<file path="src/rtl/rf_dbg_arbiter.sv">
// Debug-port arbiter for the register file: shares the single write port between
// CPU writeback and debug writes, and services debug reads with writeback forwarding.
module rf_dbg_arbiter #(
  parameter int unsigned STARVE_LIMIT = 4
) (
  input  logic        clk,
  input  logic        rst,
  input  logic        cpu_we,
  input  logic [4:0]  cpu_waddr,
  input  logic [31:0] cpu_wdata,
  output logic        cpu_stall,
  input  logic        dbg_req,
  input  logic        dbg_we,
  input  logic [4:0]  dbg_addr,
  input  logic [31:0] dbg_wdata,
  output logic        dbg_ack,
  output logic [31:0] dbg_rdata,
  output logic        rf_we,
  output logic [4:0]  rf_waddr,
  output logic [31:0] rf_wdata,
  output logic [4:0]  rf_dbg_raddr,
  input  logic [31:0] rf_dbg_rdata
);

  localparam int unsigned CNT_W = (STARVE_LIMIT > 0) ? $clog2(STARVE_LIMIT + 1) : 1;

  typedef enum logic [2:0] {
    IDLE = 3'd0,
    WRQ  = 3'd1,
    RDA  = 3'd2,
    RDD  = 3'd3,
    ACK  = 3'd4
  } state_t;

  state_t           state;
  logic [CNT_W-1:0] starve_cnt;
  logic             starved;
  logic             cpu_blocks;
  logic             wr_grant;
  logic             fwd_hit;

  // Write-port mux, stall and debug read index; reset gates every write-side effect.
  always_comb begin
    starved      = (starve_cnt == CNT_W'(STARVE_LIMIT));
    cpu_blocks   = cpu_we && (cpu_waddr != 5'd0);
    wr_grant     = (state == WRQ) && (!cpu_blocks || starved);
    fwd_hit      = cpu_we && (cpu_waddr == dbg_addr);
    rf_we        = cpu_we;
    rf_waddr     = cpu_waddr;
    rf_wdata     = cpu_wdata;
    cpu_stall    = 1'b0;
    rf_dbg_raddr = 5'd0;
    if (wr_grant) begin
      rf_we     = (dbg_addr != 5'd0);
      rf_waddr  = dbg_addr;
      rf_wdata  = dbg_wdata;
      cpu_stall = cpu_blocks;
    end
    if ((state == RDA) || (state == RDD)) begin
      rf_dbg_raddr = dbg_addr;
    end
    if (rst) begin
      rf_we     = 1'b0;
      cpu_stall = 1'b0;
    end
  end

  assign dbg_ack = (state == ACK) && !rst;

  // Transaction sequencing, starvation counter and read result register.
  always_ff @(posedge clk) begin
    if (rst) begin
      state      <= IDLE;
      starve_cnt <= '0;
      dbg_rdata  <= 32'd0;
    end else begin
      case (state)
        IDLE: begin
          if (dbg_req) begin
            state <= dbg_we ? WRQ : RDA;
          end
        end
        WRQ: begin
          if (wr_grant) begin
            state      <= ACK;
            starve_cnt <= '0;
          end else begin
            starve_cnt <= starve_cnt + CNT_W'(1);
          end
        end
        RDA: state <= RDD;
        RDD: begin
          // A same-cycle CPU writeback to the read index is newer than the array.
          if (dbg_addr == 5'd0) begin
            dbg_rdata <= 32'd0;
          end else if (fwd_hit) begin
            dbg_rdata <= cpu_wdata;
          end else begin
            dbg_rdata <= rf_dbg_rdata;
          end
          state <= ACK;
        end
        ACK:     state <= IDLE;
        default: state <= IDLE;
      endcase
    end
  end

endmodule

</file>
<file path="config.mk">
export PLATFORM = sky130hd
export DESIGN_NAME = rf_dbg_arbiter
export DESIGN_NICKNAME = d
export VERILOG_FILES = /design/src/rtl/rf_dbg_arbiter.sv
export SDC_FILE = /design/constraint.sdc
export NUM_CORES = 1
export LEC_CHECK = 0
export ABC_CLOCK_PERIOD_IN_PS = 4900
export CAP_MARGIN = 20
export CORE_UTILIZATION = 37
export CTS_BUF_LIST = sky130_fd_sc_hd__clkbuf_8
export CTS_CLUSTER_DIAMETER = 50
export DETAILED_ROUTE_END_ITERATION = 6
export GPL_ROUTABILITY_DRIVEN = 0
export HOLD_SLACK_MARGIN = 0.08
export PLACE_DENSITY = 0.92
export SLEW_MARGIN = 0
export SYNTH_ARGS = -nofsm -noshare
export SYNTH_HDL_FRONTEND = slang
export SYNTH_SLANG_ARGS = --single-unit
export TNS_END_PERCENT = 1
</file>
<file path="constraint.sdc">
create_clock -name clk -period 4.9 [get_ports clk]
set_clock_uncertainty 0.15 [all_clocks]
set_input_delay 1.225 -clock clk [delete_from_list [all_inputs] [get_ports clk]]
set_output_delay 1.225 -clock clk [all_outputs]
set_load 0.05 [all_outputs]
</file>
Word level (Yosys, flattened, before mapping)
Index checks and enable logic that the tools add are counted.
- flip-flop bits (word level): 38
- bits of input ports: 111
- ROM bits: 0
- latch bits: 0
- memory bits (writable): 0
- word-level logic and storage cells: 39
- memories: 0
- multiply operators: 0
- reduce and logical (&&, ||, !) cells: 13
- shift-type cells: 0
- mux-type cells: 14
- $lt $le $gt $ge: 0
- bitwise logic cells: 0
- eq/ne operators: 8
- add/sub/neg operators: 1
- divide/modulo/power cells: 0
- operators by type and width (kind ; number):
    $mux W32 ; 3
    $pmux W3 S4 ; 1
    $mux W5 ; 2
    $reduce_bool A5 Y1 ; 2
    $mux W3 ; 3
    $eq A3 B2 Y1 const B ; 2
    $eq A3 B3 Y1 const B ; 2
    $eq A5 B5 Y1 ; 1
    $logic_not A5 Y1 ; 1
    $logic_and A1 B1 Y1 ; 4
    $mux W1 ; 4
    $ne A2 B2 Y1 const B ; 2
    $add A3 B1 Y3 const B ; 1
    $eq A3 B1 Y1 const B ; 1
    $logic_not A3 Y1 ; 1
    $logic_not A1 Y1 ; 2
    $logic_or A1 B1 Y1 ; 2
    $mux W2 ; 1
    $reduce_and A2 Y1 ; 1

Depth between registers and ports, before layout
- word-level depth: 7
- depth in mapped cells: 7
- mapped depth without buffers: 6

Worst setup path before layout
No wires, ideal clock.
- kind: input-to-output
- start point: input port cpu_waddr[1]
- end point: output port cpu_stall
- stages: 5
- required time: 3.525 ns
- arrival time: 3.350 ns
- buffers on the path: 1
- setup slack: 0.175 ns
- cells stage by stage: or4_4 o21ai_4 o21ai_4 buf_6 nor3_1
- longest elaborated chain between the ends: 7
- ends and longest elaborated chain (element ; RTL line ; RTL):
    start: declaration ; 9 ; input logic [4:0] cpu_waddr,
    $reduce_bool A5 Y1 * ; 45 ; cpu_blocks = cpu_we && (cpu_waddr != 5'd0);
    $logic_and A1 B1 Y1 * ; 45 ;
    $logic_not A1 Y1 ; 46 ; wr_grant = (state == WRQ) && (!cpu_blocks || starved);
    $logic_or A1 B1 Y1 ; 46 ;
    $logic_and A1 B1 Y1 ; 46 ;
    $mux W1 * ; 53 ; if (wr_grant) begin
    $mux W1 * ; 62 ; if (rst) begin
    end: declaration ; 11 ; output logic cpu_stall,
Mark *: on every way between the ends. The rest lies on a longest branch, timed or not.

Worst setup path after layout
- start point: input port cpu_waddr[1]
- end point: output port rf_wdata[19]
- longest elaborated chain between the ends: 6
- ends and longest elaborated chain (element ; RTL line ; RTL):
    $reduce_bool A5 Y1 ; 45 ;
    $logic_and A1 B1 Y1 ; 45 ;
    $logic_not A1 Y1 ; 46 ;
    $logic_or A1 B1 Y1 ; 46 ;
    $logic_and A1 B1 Y1 ; 46 ;
    $mux W32 ; 53 ;
    end: declaration ; 20 ; output logic [31:0] rf_wdata,
No other way between the ends.

==> run metrics <==
Area Growth Syn to Fin=83.7%; dominant synthesized flop cell=dfxtp_1; CTS H-Tree Depth=2; GRT overflow=0; Die ar.=6840 um^2; CTS tree=built; crit share post-route=0.984; CP endpoint kind=output pin; area of the mapped netlist=2410 um^2; buffer levels on the longest clock path=2; ant diodes=0; CP required=3.52 ns; total clock sinks=38; Post-Syn Nets=393; GR Util All Layers=0.246; DRC Markers=0; antenna-violating nets left=0; largest cells by area after synthesis=dfxtp_1, mux2_2, nand2_1; share of the synthesized area in the top cell type=0.316; critical path type=in2out; initial antenna violation count=0; final core utilization=0.701; Clk pin slew, worst setup/hold paths=0.07 ns; fin nets=570; Slew @ Worst Pin=0.909 ns; Netlist cell types=33; total CTS buffers=5; hold crit path type=reg2reg; CP max stage cell=or4_4; worst setup margin=0.0767 ns; root buffer cell=clkbuf_8; final hold vios=0; Worst Path Max Fanout=23; Initial Util=0.381; HPWL Detailed=6.58 mm; leakage power=1.59 nW; number of global-route vias before repair=2,730; Core ar.=6310 um^2; Yosys reg bits=38; sequential area share after synthesis=0.316; Max-Slew Margin vs Limit=0.394; Core Rows=29; list of most frequent post-synthesis cells=nand2_1, dfxtp_1, nand4_1, o211ai_1, mux2_2; crit-path cells=clkdlybuf4s50_1 > or4_4 > o21ai_4 > o21a_4 > mux2_2 > buf_4; max-cap violation count=0; routed vias=2,864; number of post-CTS setup repair buffers=0; post-route insts no fill=534; highest clock rate=207 MHz; post-layout minimum cycle time=4.82 ns; maximum vdd drop=0.138 mV; outcome=complete, no violations; CTS resizes=0; Critical Path Source Type=input pin; cell total after placement=527; largest net degree at the start of global routing=33; DRT Pass-1 Iters=4; Die Wd=82.7 um; PwrDens=206 nW/um^2; Port Buffer Count=187; Mapped Avg Cell Area=8.60 um^2; Routed WL=8.69 mm; Design Power=0.912 mW; Async SR Flop Fraction=0; CP peak stage delay=0.57 ns; share of post-route cells with drive strength above 1=0.217; first-pass GRT wire length=12.6 mm; # hold bufs at CTS=0; Post-Synthesis Cells=280; clk_lat worst skew=0.29 ns; Slew Limit Fails=0; wire length per cell=16.3 um; Fin Setup TNS=0 ns; area leader, netlist=dfxtp_1; Warnings, synthesis=0; chip height=82.7 um; final setup fails=0; EDFF count, synth=0; Vias/cell=5.36; top-count cell post-synth=nand2_1; io pins=188; crit path DAT=3.45 ns; Place WS=0.0799 ns; initial drt markers=64; RSZ-0062 raised after global routing=no
layer usage:
metal  GRT usage  routed length [um]  vias up
li1            -                   -     1373
met1       0.268                3420     1339
met2       0.443                4420      128
met3      0.0758                 609       24
met4      0.0931                 235        0
met5           0                   0        -
power by group:
group / total [mW] / internal [mW] / switching (mW)
Sequential: 0.324 / 0.316 / 0.00859
Clock: 0.204 / 0.0955 / 0.108
Combinational: 0.384 / 0.179 / 0.206
logic make-up (layout without fill, tap and decap cells):
| family | after synthesis | after routing | synth area share |
|---|---|---|---|
| AO/OA/AOI/OAI | 42 | 42 | 0.143 |
| flip-flops | 38 | 38 | 0.316 |
| AND/OR/NAND/NOR | 125 | 125 | 0.264 |
| XOR/XNOR | 6 | 6 | 0.0218 |
| multiplexers | 37 | 37 | 0.187 |
| adder cells (fa/ha/maj) | 2 | 2 | 0.0104 |
| buffers and inverters | 30 | 207 | 0.0577 |
layout make-up:
| class | count | area [um^2] |
|---|---|---|
| Timing Repair Buffer | 194 | 1930 |
| Fill cell | 476 | 1890 |
| Multi-Input combinational cell | 212 | 1540 |
| Sequential cell | 38 | 761 |
| Tap cell | 77 | 96.3 |
| Clock buffer | 5 | 68.8 |
| Inverter | 6 | 22.5 |
| Clock inverter | 2 | 10.0 |
critical path, delay by kind of cell:
| kind | cells | cell delay [ns] |
|---|---|---|
| AOI/OAI and AO/OA | 2 | 0.59 |
| buffers and inverters | 2 | 0.65 |
| muxes | 1 | 0.40 |
| and+or+nand+nor | 1 | 0.57 |
cell usage in the layout (no fill, tap or decap), types with 5 or more instances in the layout:
master | synthesis | routed
clkdlybuf4s50_1 | 0 | 148
clkbuf_8 | 0 | 5
and2_1 | 8 | 8
inv_1 | 6 | 6
buf_4 | 0 | 38
buf_12 | 0 | 8
o211ai_1 | 32 | 32
nand4_1 | 32 | 32
mux2_2 | 27 | 27
xor2_1 | 5 | 5
mux2_4 | 9 | 9
dfxtp_1 | 38 | 38
nand2_1 | 65 | 65
final timing paths:
path,to,slack (ns),cells past startpoint,from
worst min register to register,dbg_rdata[9]$_SDFFE_PP0N_,0.32,2,dbg_rdata[9]$_SDFFE_PP0N_
worst min-delay path,dbg_rdata[9]$_SDFFE_PP0N_,0.32,2,dbg_rdata[9]$_SDFFE_PP0N_
worst max-delay path,rf_wdata[19],0.08,6,cpu_waddr[1]
worst max register to register,dbg_rdata[16]$_SDFFE_PP0N_,2.75,5,state[1]$_SDFFE_PP0P_
through the flow:
stage               hold WS, ns  area (um^2)
finish                    0.319         4430
floorplan                 0.322         2410
global route              0.342         4430
CTS                       0.326         4430
detailed placement        0.309         4350
global placement          0.300         4350
registers in the layout (all words and copies together) (netlist names):
name        count
dbg_rdata      32
starve_cnt      3
state           3
(Power assumes the default switching activity.)
